### src/rtl/nonce_select_pkg.sv
// Shared types and constants for the nonce post-processing stage.
// NUM_NONCES_DEFAULT must stay in step with the miner's nonce count.
package nonce_select_pkg;

  localparam int unsigned NUM_NONCES_DEFAULT = 16;
  localparam int unsigned FOUND_BIT          = 31;
  localparam logic [31:0] BEST_INIT          = 32'hFFFF_FFFF;

  typedef enum logic [2:0] {
    StIdle,
    StRead,
    StLast,
    StWr0,
    StWr1,
    StDone
  } state_e;

  // First result word: found flag in the top bit, nonce index zero-extended in the low bits.
  function automatic logic [31:0] result_word(input logic found, input logic [7:0] nonce);
    logic [31:0] word;
    word            = {24'd0, nonce};
    word[FOUND_BIT] = found;
    return word;
  endfunction

endpackage

### src/rtl/nonce_min_tracker.sv
// Running minimum of a stream of (index, value) pairs; strict-less update keeps the
// earliest index on ties. next_* expose the post-edge values for same-cycle consumers.
module nonce_min_tracker
  import nonce_select_pkg::*;
#(
  parameter int unsigned IDX_W = 4
) (
  input  logic             clk,
  input  logic             reset,
  input  logic             clear,
  input  logic             valid,
  input  logic [IDX_W-1:0] idx,
  input  logic [31:0]      value,
  output logic [IDX_W-1:0] best_idx,
  output logic [31:0]      best_value,
  output logic [IDX_W-1:0] next_idx,
  output logic [31:0]      next_value
);

  always_comb begin
    next_idx   = best_idx;
    next_value = best_value;
    if (clear) begin
      next_idx   = '0;
      next_value = BEST_INIT;
    end else if (valid && (value < best_value)) begin
      next_idx   = idx;
      next_value = value;
    end
  end

  always_ff @(posedge clk) begin
    if (reset) begin
      best_idx   <= '0;
      best_value <= BEST_INIT;
    end else begin
      best_idx   <= next_idx;
      best_value <= next_value;
    end
  end

endmodule

### src/rtl/nonce_select.sv
// Scans NUM_NONCES hash words from memory, keeps the smallest, compares it with the target
// and writes a two-word result record back over the same single-port bus.
module nonce_select
  import nonce_select_pkg::*;
#(
  parameter int unsigned NUM_NONCES = NUM_NONCES_DEFAULT,
  parameter int unsigned IDX_W      = $clog2(NUM_NONCES)
) (
  input  logic             clk,
  input  logic             reset,
  input  logic             start,
  input  logic [15:0]      hash_addr,
  input  logic [15:0]      result_addr,
  input  logic [31:0]      target,
  output logic             done,
  output logic             found,
  output logic [IDX_W-1:0] best_nonce,
  output logic [31:0]      best_hash,
  output logic             mem_clk,
  output logic             mem_we,
  output logic [15:0]      mem_addr,
  output logic [31:0]      mem_write_data,
  input  logic [31:0]      mem_read_data
);

  localparam logic [IDX_W-1:0] LAST_IDX = IDX_W'(NUM_NONCES - 1);

  state_e           state_q, state_d;
  logic [IDX_W-1:0] rd_idx_q, rd_idx_d;
  logic [IDX_W-1:0] cmp_idx_q, cmp_idx_d;
  logic [15:0]      result_addr_q, result_addr_d;
  logic [31:0]      target_q, target_d;
  logic             found_q, found_d;
  logic             done_q, done_d;
  logic             mem_we_q, mem_we_d;
  logic [15:0]      mem_addr_q, mem_addr_d;
  logic [31:0]      mem_wdata_q, mem_wdata_d;

  logic             trk_clear, trk_valid;
  logic [IDX_W-1:0] trk_best_idx, trk_next_idx;
  logic [31:0]      trk_best_value, trk_next_value;

  nonce_min_tracker #(
    .IDX_W(IDX_W)
  ) u_tracker (
    .clk       (clk),
    .reset     (reset),
    .clear     (trk_clear),
    .valid     (trk_valid),
    .idx       (cmp_idx_q),
    .value     (mem_read_data),
    .best_idx  (trk_best_idx),
    .best_value(trk_best_value),
    .next_idx  (trk_next_idx),
    .next_value(trk_next_value)
  );

  always_comb begin
    state_d       = state_q;
    rd_idx_d      = rd_idx_q;
    cmp_idx_d     = cmp_idx_q;
    result_addr_d = result_addr_q;
    target_d      = target_q;
    found_d       = found_q;
    done_d        = 1'b0;
    mem_we_d      = 1'b0;
    mem_addr_d    = mem_addr_q;
    mem_wdata_d   = mem_wdata_q;
    trk_clear     = 1'b0;
    trk_valid     = 1'b0;

    unique case (state_q)
      StIdle: begin
        if (start) begin
          state_d       = StRead;
          mem_addr_d    = hash_addr;
          rd_idx_d      = '0;
          cmp_idx_d     = '0;
          found_d       = 1'b0;
          result_addr_d = result_addr;
          target_d      = target;
          trk_clear     = 1'b1;
        end
      end
      StRead: begin
        // Read data lags the address by one cycle, so the first READ cycle has nothing to compare.
        trk_valid = (rd_idx_q != '0);
        if (trk_valid) begin
          cmp_idx_d = cmp_idx_q + 1'b1;
        end
        if (rd_idx_q == LAST_IDX) begin
          state_d = StLast;
        end else begin
          rd_idx_d   = rd_idx_q + 1'b1;
          mem_addr_d = mem_addr_q + 16'd1;
        end
      end
      StLast: begin
        // Final word is folded in here; use the tracker's post-edge values for the record.
        trk_valid   = 1'b1;
        found_d     = (trk_next_value < target_q);
        state_d     = StWr0;
        mem_we_d    = 1'b1;
        mem_addr_d  = result_addr_q;
        mem_wdata_d = result_word(found_d, 8'(trk_next_idx));
      end
      StWr0: begin
        state_d     = StWr1;
        mem_we_d    = 1'b1;
        mem_addr_d  = result_addr_q + 16'd1;
        mem_wdata_d = trk_best_value;
      end
      StWr1: begin
        state_d = StDone;
        done_d  = 1'b1;
      end
      StDone: begin
        state_d = StIdle;
      end
      default: begin
        state_d = StIdle;
      end
    endcase
  end

  always_ff @(posedge clk) begin
    if (reset) begin
      state_q       <= StIdle;
      rd_idx_q      <= '0;
      cmp_idx_q     <= '0;
      result_addr_q <= '0;
      target_q      <= '0;
      found_q       <= 1'b0;
      done_q        <= 1'b0;
      mem_we_q      <= 1'b0;
      mem_addr_q    <= '0;
      mem_wdata_q   <= '0;
    end else begin
      state_q       <= state_d;
      rd_idx_q      <= rd_idx_d;
      cmp_idx_q     <= cmp_idx_d;
      result_addr_q <= result_addr_d;
      target_q      <= target_d;
      found_q       <= found_d;
      done_q        <= done_d;
      mem_we_q      <= mem_we_d;
      mem_addr_q    <= mem_addr_d;
      mem_wdata_q   <= mem_wdata_d;
    end
  end

  assign mem_clk        = clk;
  assign done           = done_q;
  assign found          = found_q;
  assign best_nonce     = trk_best_idx;
  assign best_hash      = trk_best_value;
  assign mem_we         = mem_we_q;
  assign mem_addr       = mem_addr_q;
  assign mem_write_data = mem_wdata_q;

endmodule
### config.mk
export PLATFORM = sky130hd
export DESIGN_NAME = nonce_select
export DESIGN_NICKNAME = d
export VERILOG_FILES = /design/src/rtl/nonce_select_pkg.sv /design/src/rtl/nonce_min_tracker.sv /design/src/rtl/nonce_select.sv
export SDC_FILE = /design/constraint.sdc
export NUM_CORES = 1
export LEC_CHECK = 0
export CAP_MARGIN = 15
export CORE_ASPECT_RATIO = 0.8
export CORE_UTILIZATION = 54
export DETAILED_ROUTE_END_ITERATION = 7
export HOLD_SLACK_MARGIN = 0.02
export PLACE_DENSITY = 0.86
export SLEW_MARGIN = 30
export SYNTH_ARGS = -nofsm -noshare
export SYNTH_HDL_FRONTEND = slang
export SYNTH_SLANG_ARGS = --single-unit
### constraint.sdc
create_clock -name clk -period 8.5 [get_ports clk]
set_input_delay 1.7 -clock clk [delete_from_list [all_inputs] [get_ports clk]]
set_output_delay 1.7 -clock clk [all_outputs]
set_load 0.005 [all_outputs]
# == Word-level counts from Yosys, hierarchy flattened ==
# Cells that the tools add are included.
# op_classes
magnitude_cmp,2
n_eq_ne,9
n_addsub,4
reduce_logical,14
muxes,23
# ops
operator,count
32-bit < comparator,2
32-bit two-way mux,2
16-bit one-hot mux with 4 select lines,1
32-bit one-hot mux with 2 select lines,1
16-bit by 1-bit adder with 16-bit output (second input constant),2
16-bit two-way mux,2
4-bit two-way mux,5
4-bit one-hot mux with 2 select lines,2
3-bit one-hot mux with 5 select lines,1
3-bit AND reduction,3
4-bit by 1-bit adder with 4-bit output (second input constant),2
2-bit != test (second input constant),4
4-bit nonzero test,2
3-bit by 2-bit equality test with 1-bit output (second input constant),2
3-bit two-way mux,2
2-bit AND reduction,3
2-bit nonzero test,3
1-bit two-way mux,5
4-bit equality test (second input constant),1
1-bit one-hot mux with 2 select lines,2
3-bit by 1-bit equality test with 1-bit output (second input constant),1
3-bit equality test (second input constant),1
3-bit logical NOT,1
2-bit OR reduction,1
1-bit logical AND,1
# totals
output_inout_bits,88
word_cells,64
register_bits,146
in_bits,99

# == Longest topological paths before layout ==
# Gate-level depths: netlist of run 1.
# depth
word_depth,7
ltp_mapped,19
mapped_depth_nobuf,17

# == Modules after synthesis ==
# A second synthesis of run 1 with hierarchy kept.
# unflattened
cells_unflattened,1009
hier_area_um2,8214.1
# modules_own_cells
mod,seq_area_each_um2,cells_per_inst,instances,area_per_inst_um2
nonce_select,2202.1,725,1,5704.2
nonce_min_tracker,720.7,284,1,2509.9

==> results of run 1 <==
## report_power, final
group / switching (uW) / total [uW] / leakage, uW / internal (uW)
Clock: 323 / 804 / 0.000314 / 481
Sequential: 25.5 / 734 / 0.00119 / 709
Combinational: 123 / 236 / 0.00268 / 113
Total: 471 / 1770 / 0.00418 / 1300
## cell usage in the layout, fill, tap and decap left out, types with 3 or more instances in the layout
| cell | instances |
|---|---|
| xnor2_1 | 12 |
| nor3_1 | 7 |
| dfxtp_1 | 146 |
| nor2_1 | 85 |
| buf_4 | 10 |
| nand2b_1 | 5 |
| nor3_2 | 3 |
| nand4_1 | 18 |
| inv_6 | 4 |
| a221oi_1 | 8 |
| a21o_1 | 4 |
| clkbuf_16 | 20 |
| clkinvlp_4 | 3 |
| and3_1 | 6 |
| xor2_1 | 7 |
| clkinv_4 | 3 |
| inv_1 | 70 |
| o221ai_1 | 3 |
| a21oi_1 | 101 |
| o21ai_0 | 23 |
| or2_2 | 5 |
| clkdlybuf4s50_1 | 185 |
| a211oi_1 | 12 |
| a22oi_1 | 30 |
| mux2i_1 | 50 |
| o211ai_1 | 5 |
| clkinv_2 | 3 |
| a31oi_1 | 3 |
| nand3_1 | 13 |
| ha_1 | 66 |
| nand2_1 | 197 |
| o22ai_1 | 5 |
| nor4_1 | 4 |
| nor2b_1 | 12 |
## layer usage
| metal | part of all wire, % | vias up | GRT usage (%) | routed length [um] |
|---|---|---|---|---|
| met4 | 3.2 | 0 | 13.9 | 756 |
| li1 | - | 3744 | - | - |
| met3 | 10 | 60 | 7.82 | 2520 |
| met2 | 42 | 434 | 46.7 | 10100 |
| met1 | 44 | 3572 | 45.8 | 10600 |
| met5 | 0 | - | 0 | 0 |
## layout make-up
cell class                      count  area, sq um  area share (%)
Clock buffer                       22          524            5.00
Clock inverter                     14          129            1.23
Inverter                           71          267            2.54
Multi-Input combinational cell    717         4470            42.7
Sequential cell                   146         2920            27.9
Tap cell                          184          230            2.20
Timing Repair Buffer              195         1930            18.4
## cells in the mapped netlist (all sizes together), types with 6 or more instances
master	instances	area [sq um]
dfxtp	146	2920
and3	6	37.5
a22oi	30	225
nand4	18	113
a211oi	12	90.1
nand2	197	739
nand3	14	75.1
xnor2	12	105
ha	66	826
inv	70	263
o21ai	23	115
a21oi	101	505
nor2b	12	75.1
xor2	7	61.3
nor3	10	65.1
clkbuf	44	165
mux2i	52	537
nor2	86	323
buf	13	78.8
a221oi	8	70.1
## critical path: stages
cell	delay, ns
clkbuf_16	0.12
clkbuf_16	0.12
clkdlybuf4s50_1	0.43
## sequential cells by signal, indices dropped and copies added, names as in the netlist, 4 cells and up
name,flops
cmp_idx_q,4
mem_addr,16
mem_write_data,32
rd_idx_q,4
result_addr_q,16
target_q,32
u_tracker.best_idx,4
u_tracker.best_value,32
## cell families after synthesis
logic type	count (synthesis)	synth area share, %
XOR/XNOR	19	2.11
multiplexers	54	7.10
AO/OA/AOI/OAI	211	16.5
AND/OR/NAND/NOR	367	20.3
flip-flops	146	37.1
buffers and inverters	128	6.48
adder cells (fa/ha/maj)	66	10.5
## worst max-delay path by stage
| stage | from | endpoint | slack (ns) |
|---|---|---|---|
| after detailed placement | clk | mem_clk | 2.14 |
| after global routing | clk | mem_clk | 1.85 |
| after global placement | clk | mem_clk | 2.14 |
| after CTS | clk | mem_clk | 1.88 |
| after floorplan | clk | mem_clk | 2.44 |
| final | clk | mem_clk | 1.88 |
## stage by stage
step / hold slack, ns / cells
CTS: 0.455 / 1349
detailed placement: 0.447 / 1314
floorplan: 0.435 / 991
global placement: 0.442 / 1314
finish: 0.452 / 1349
global route: 0.468 / 1349
==> results.ini, run 1 <==
[run]
maxCapViolCount = 0

[logic_synthesis]
synth_edf_count = 0
yosysWarnings = 0
netlist_area_sq_um = 7880
avgSynthCellArea_sq_um = 7.95
synthDistinctLibCells = 57
ys.flop_type = dfxtp_1
syn_nets = 1156
seq_area_frac_synth_pct = 37.1
async_reset_ff_share_pct = 0
yosys_register_bits = 146
syn_inst = 991

[timing]
setup_slack_ns = 1.88
skew_ns = 0.00776
rsz0062_at_grt = no
hold_violations = 0
setup_viol = 0
slew_violations = 0
max_slew_margin_pct = 33.5
setup_tns_ns = 0
worst_pin_slew_ns = 0.997

[worst_setup_path]
worstPathMaxFanout = 2
crit_path_end_kind = output port
criticalPathCategory = clk -> out
reg2reg_slack_ns = 3.84
r2r-start = u_tracker.best_value[13]
rr_endpoint = mem_write_data[31]
startpoint_type = clock port
reg2reg_depth = 17
cp.arrival_ns = 4.92
worst_ep_required_time_ns = 6.80

[layout]
final_core_util_pct = 73.5
fillerInstances = 1050
drive_above_1_share_pct = 5.67
design_area_sq_um = 10500
nets = 1317
diodes = 0
syn_to_final_growth_pct = 32.9

[route]
viasPerCell = 5.79
routed_wl_um = 24000
vias = 7810
ant_nets = 0
firstDrtPassIters = 6
drc = 0
wire_per_inst_um = 17.8
drt-initial-drc-count = 857

[clock_network]
cts_hold_buf = 0
post-cts-setup-buffers = 0
cts_tree = done
clkTransAtPathRegs_ns = 0.06
post_cts_resized = 0
clkLatencyLatePin_ns = 0.54

[placement]
dp_slack_ns = 2.14
place.gp.congestion = 0.971
dpl_cell_area_sq_um = 9830
port_buffers = 186
hpwlAfterDp_um = 17300

[min_path]
min_delay_worst_endpoint = target_q[31]
hold_depth = 2
hold_path.class = reg -> reg
hp-start = target_q[31]

[status]
status = finished clean

[grt]
grt_pass1_vias = 7134
overflow = 0
gr-usage-all-layers_pct = 32.4
grt_max_degree = 93
antenna_found_initial = 0
grt_pass1_wl_um = 37200

[floorplanning]
die_w_um = 137
ioPinCount = 187
initial_core_util_pct = 55.3
core_area_sq_um = 14200
die_h_um = 110
die_area_sq_um = 15100
placementRows = 39

[power_and_ir_drop]
p_leak_uw = 0.00418
power-per-cell-area_nw_per_um2 = 169
max-vdd-ir-drop_uv = 164
finalPower_uw = 1770

Note: power is estimated with default switching activity, not from simulation.
==> run 2: changes to the inputs <==
--- a/config.mk
+++ b/config.mk
@@ -7,10 +7,10 @@
 export LEC_CHECK = 0
 export CAP_MARGIN = 15
 export CORE_ASPECT_RATIO = 0.8
-export CORE_UTILIZATION = 54
+export CORE_UTILIZATION = 46
 export DETAILED_ROUTE_END_ITERATION = 7
 export HOLD_SLACK_MARGIN = 0.02
-export PLACE_DENSITY = 0.86
+export PLACE_DENSITY = 0.78
 export SLEW_MARGIN = 30
 export SYNTH_ARGS = -nofsm -noshare
 export SYNTH_HDL_FRONTEND = slang
==> constraint.sdc (replaced) <==
create_clock -name clk -period 5.3 [get_ports clk]
set_input_delay 1.06 -clock clk [delete_from_list [all_inputs] [get_ports clk]]
set_output_delay 1.06 -clock clk [all_outputs]
set_load 0.005 [all_outputs]
==> run 2 against run 1 <==
Compared with the run above: worst hold slack improved by 0.0025 ns; critical path depth increased by 14; sequential power rose by 61%; register-to-register slack lost 2.8 ns; die area up 17%; total power up 69%; critical path type is now in -> reg; critical endpoint is now found; largest cell class unchanged; largest power group unchanged.
==> results.ini, run 2 (synthesized netlist as in run 1, its figures left out) <==
[status]
status = finished clean

[route]
highest_layer = met4
viasPerCell = 5.60
wl_met1_um = 11400
wl_met2_um = 9980
drc = 0
drt-initial-drc-count = 673
firstDrtPassIters = 7
vias = 7788
wire_per_inst_um = 17.5
routed_wl_um = 24300
met3_length_um = 2500
ant_nets = 0

[power_and_ir_drop]
p_sw_uw = 759
finalPower_uw = 3000
power-per-cell-area_nw_per_um2 = 282
combPwrFrac_pct = 12.7
p_leak_uw = 0.00425
power_frac_seq_pct = 39.4
switching_share_pct = 25.4
clkPwrFrac_pct = 47.9
internal-power_uw = 2240
max-vdd-ir-drop_uv = 223

[placement]
hpwlAfterDp_um = 17800
place.gp.congestion = 0.926
port_buffers = 186
dp_slack_ns = 0.128

[floorplanning]
initial_core_util_pct = 47.3
ioPinCount = 187
die_area_sq_um = 17700
placementRows = 42
die_w_um = 148
core_area_sq_um = 16700
die_h_um = 119

[layout]
syn_to_final_growth_pct = 35.0
fillerInstances = 1389
final_cell_mix = nand2_1, clkdlybuf4s50_1, dfxtp_1
drive_above_1_share_pct = 6.23
nets = 1323
diodes = 0
layout_commonest_cell = nand2_1
final_core_util_pct = 63.9

[min_path]
hp-start = target_q[11]
hold_path.class = reg -> reg

[grt]
antenna_found_initial = 0
grt_pass1_vias = 7256
gr-usage-all-layers_pct = 28.3
grt_max_degree = 59
overflow = 0
grt_pass1_wl_um = 39000

[clock_network]
cts_tree = done
cts_hold_buf = 0
post-cts-setup-buffers = 0
post_cts_resized = 0
clkLatencyLatePin_ns = 0.55
clkTransAtPathRegs_ns = 0.06

[timing]
post-route-period-util_pct = 89.2
fmax_ghz = 0.212
skew_ns = 0.0130
setup_viol = 0
min_period_ns = 4.73
setup_tns_ns = 0
slew_violations = 0
max_slew_margin_pct = 43.5
hold_violations = 0
worst_pin_slew_ns = 0.845
rsz0062_at_grt = no
setup_slack_ns = 0.572

[worst_setup_path]
startpoint_type = input pin
cp.arrival_ns = 5.16
crit_path_top_delay_cell = clkdlybuf4s50_1
cp_cell_sequence = clkdlybuf4s50_1 -> ha_1 -> a2111o_1 -> o211ai_1 -> o211ai_1 -> a31oi_4 -> buf_4 -> mux2i_1 -> nand2_1 -> ha_1 -> nand2_1 -> nor4_1 -> nand3_1 -> nand3_1 -> nor3_1 -> a21o_1 -> a31o_1
r2r-start = u_tracker.best_value[31]
criticalPathCategory = in -> reg
crit_path_end_kind = flip-flop
crit_path_max_incr_delay_ns = 0.52
worst_ep_required_time_ns = 5.73
setup.worst_path.start = mem_read_data[1]
worstPathMaxFanout = 14

[run]
maxCapViolCount = 0

-- run 2: area by class of cell --
cell class	count	area, sq um	area share [%]
multi-input combinational	717	4480	42.1
sequential	146	2920	27.5
timing repair buffer	201	1970	18.5
clock buffer	22	524	4.93
tap	220	275	2.59
inverter	71	267	2.50
clock inverter	14	201	1.89
-- run 2: critical path, delay by kind of cell --
kind / cells / cell delay, ns
adders and majority gates: 2 / 0.56
muxes: 1 / 0.29
AOI/OAI and AO/OA: 6 / 1.49
and+or+nand+nor: 6 / 0.86
buffers and inverters: 2 / 0.89
-- run 2: power by group through the flow --
stage          clock network (uW)  registers, uW  logic (uW)
2_1_floorplan                12.2           1190         203
3_3_place_gp                 15.9           1200         366
3_5_place_dp                 15.9           1200         373
4_1_cts                      1450           1180         378
5_1_grt                      1500           1180         419
6_report                     1430           1180         381
-- run 2: per-layer routing --
metal	global-route usage, %	up-vias
met3	7.85	43
li1	-	3744
met5	0	-
met2	38.8	402
met4	9.79	0
met1	41.8	3599
-- run 2: metrics by stage --
stage,hold slack (ns),cells,area [sq um]
after floorplan,0.435,991,7880
after global placement,0.443,1356,9920
after detailed placement,0.447,1356,9920
after CTS,0.456,1391,10600
after global routing,0.473,1391,10600
final,0.455,1391,10600
-- run 2: worst paths after layout --
check | end | slack, ns | cells past startpoint
setup / recovery | found | 0.57 | 17
hold / removal | target_q[11] | 0.45 | 2
setup reg to reg | found | 1.06 | 18
hold reg to reg | target_q[11] | 0.45 | 2
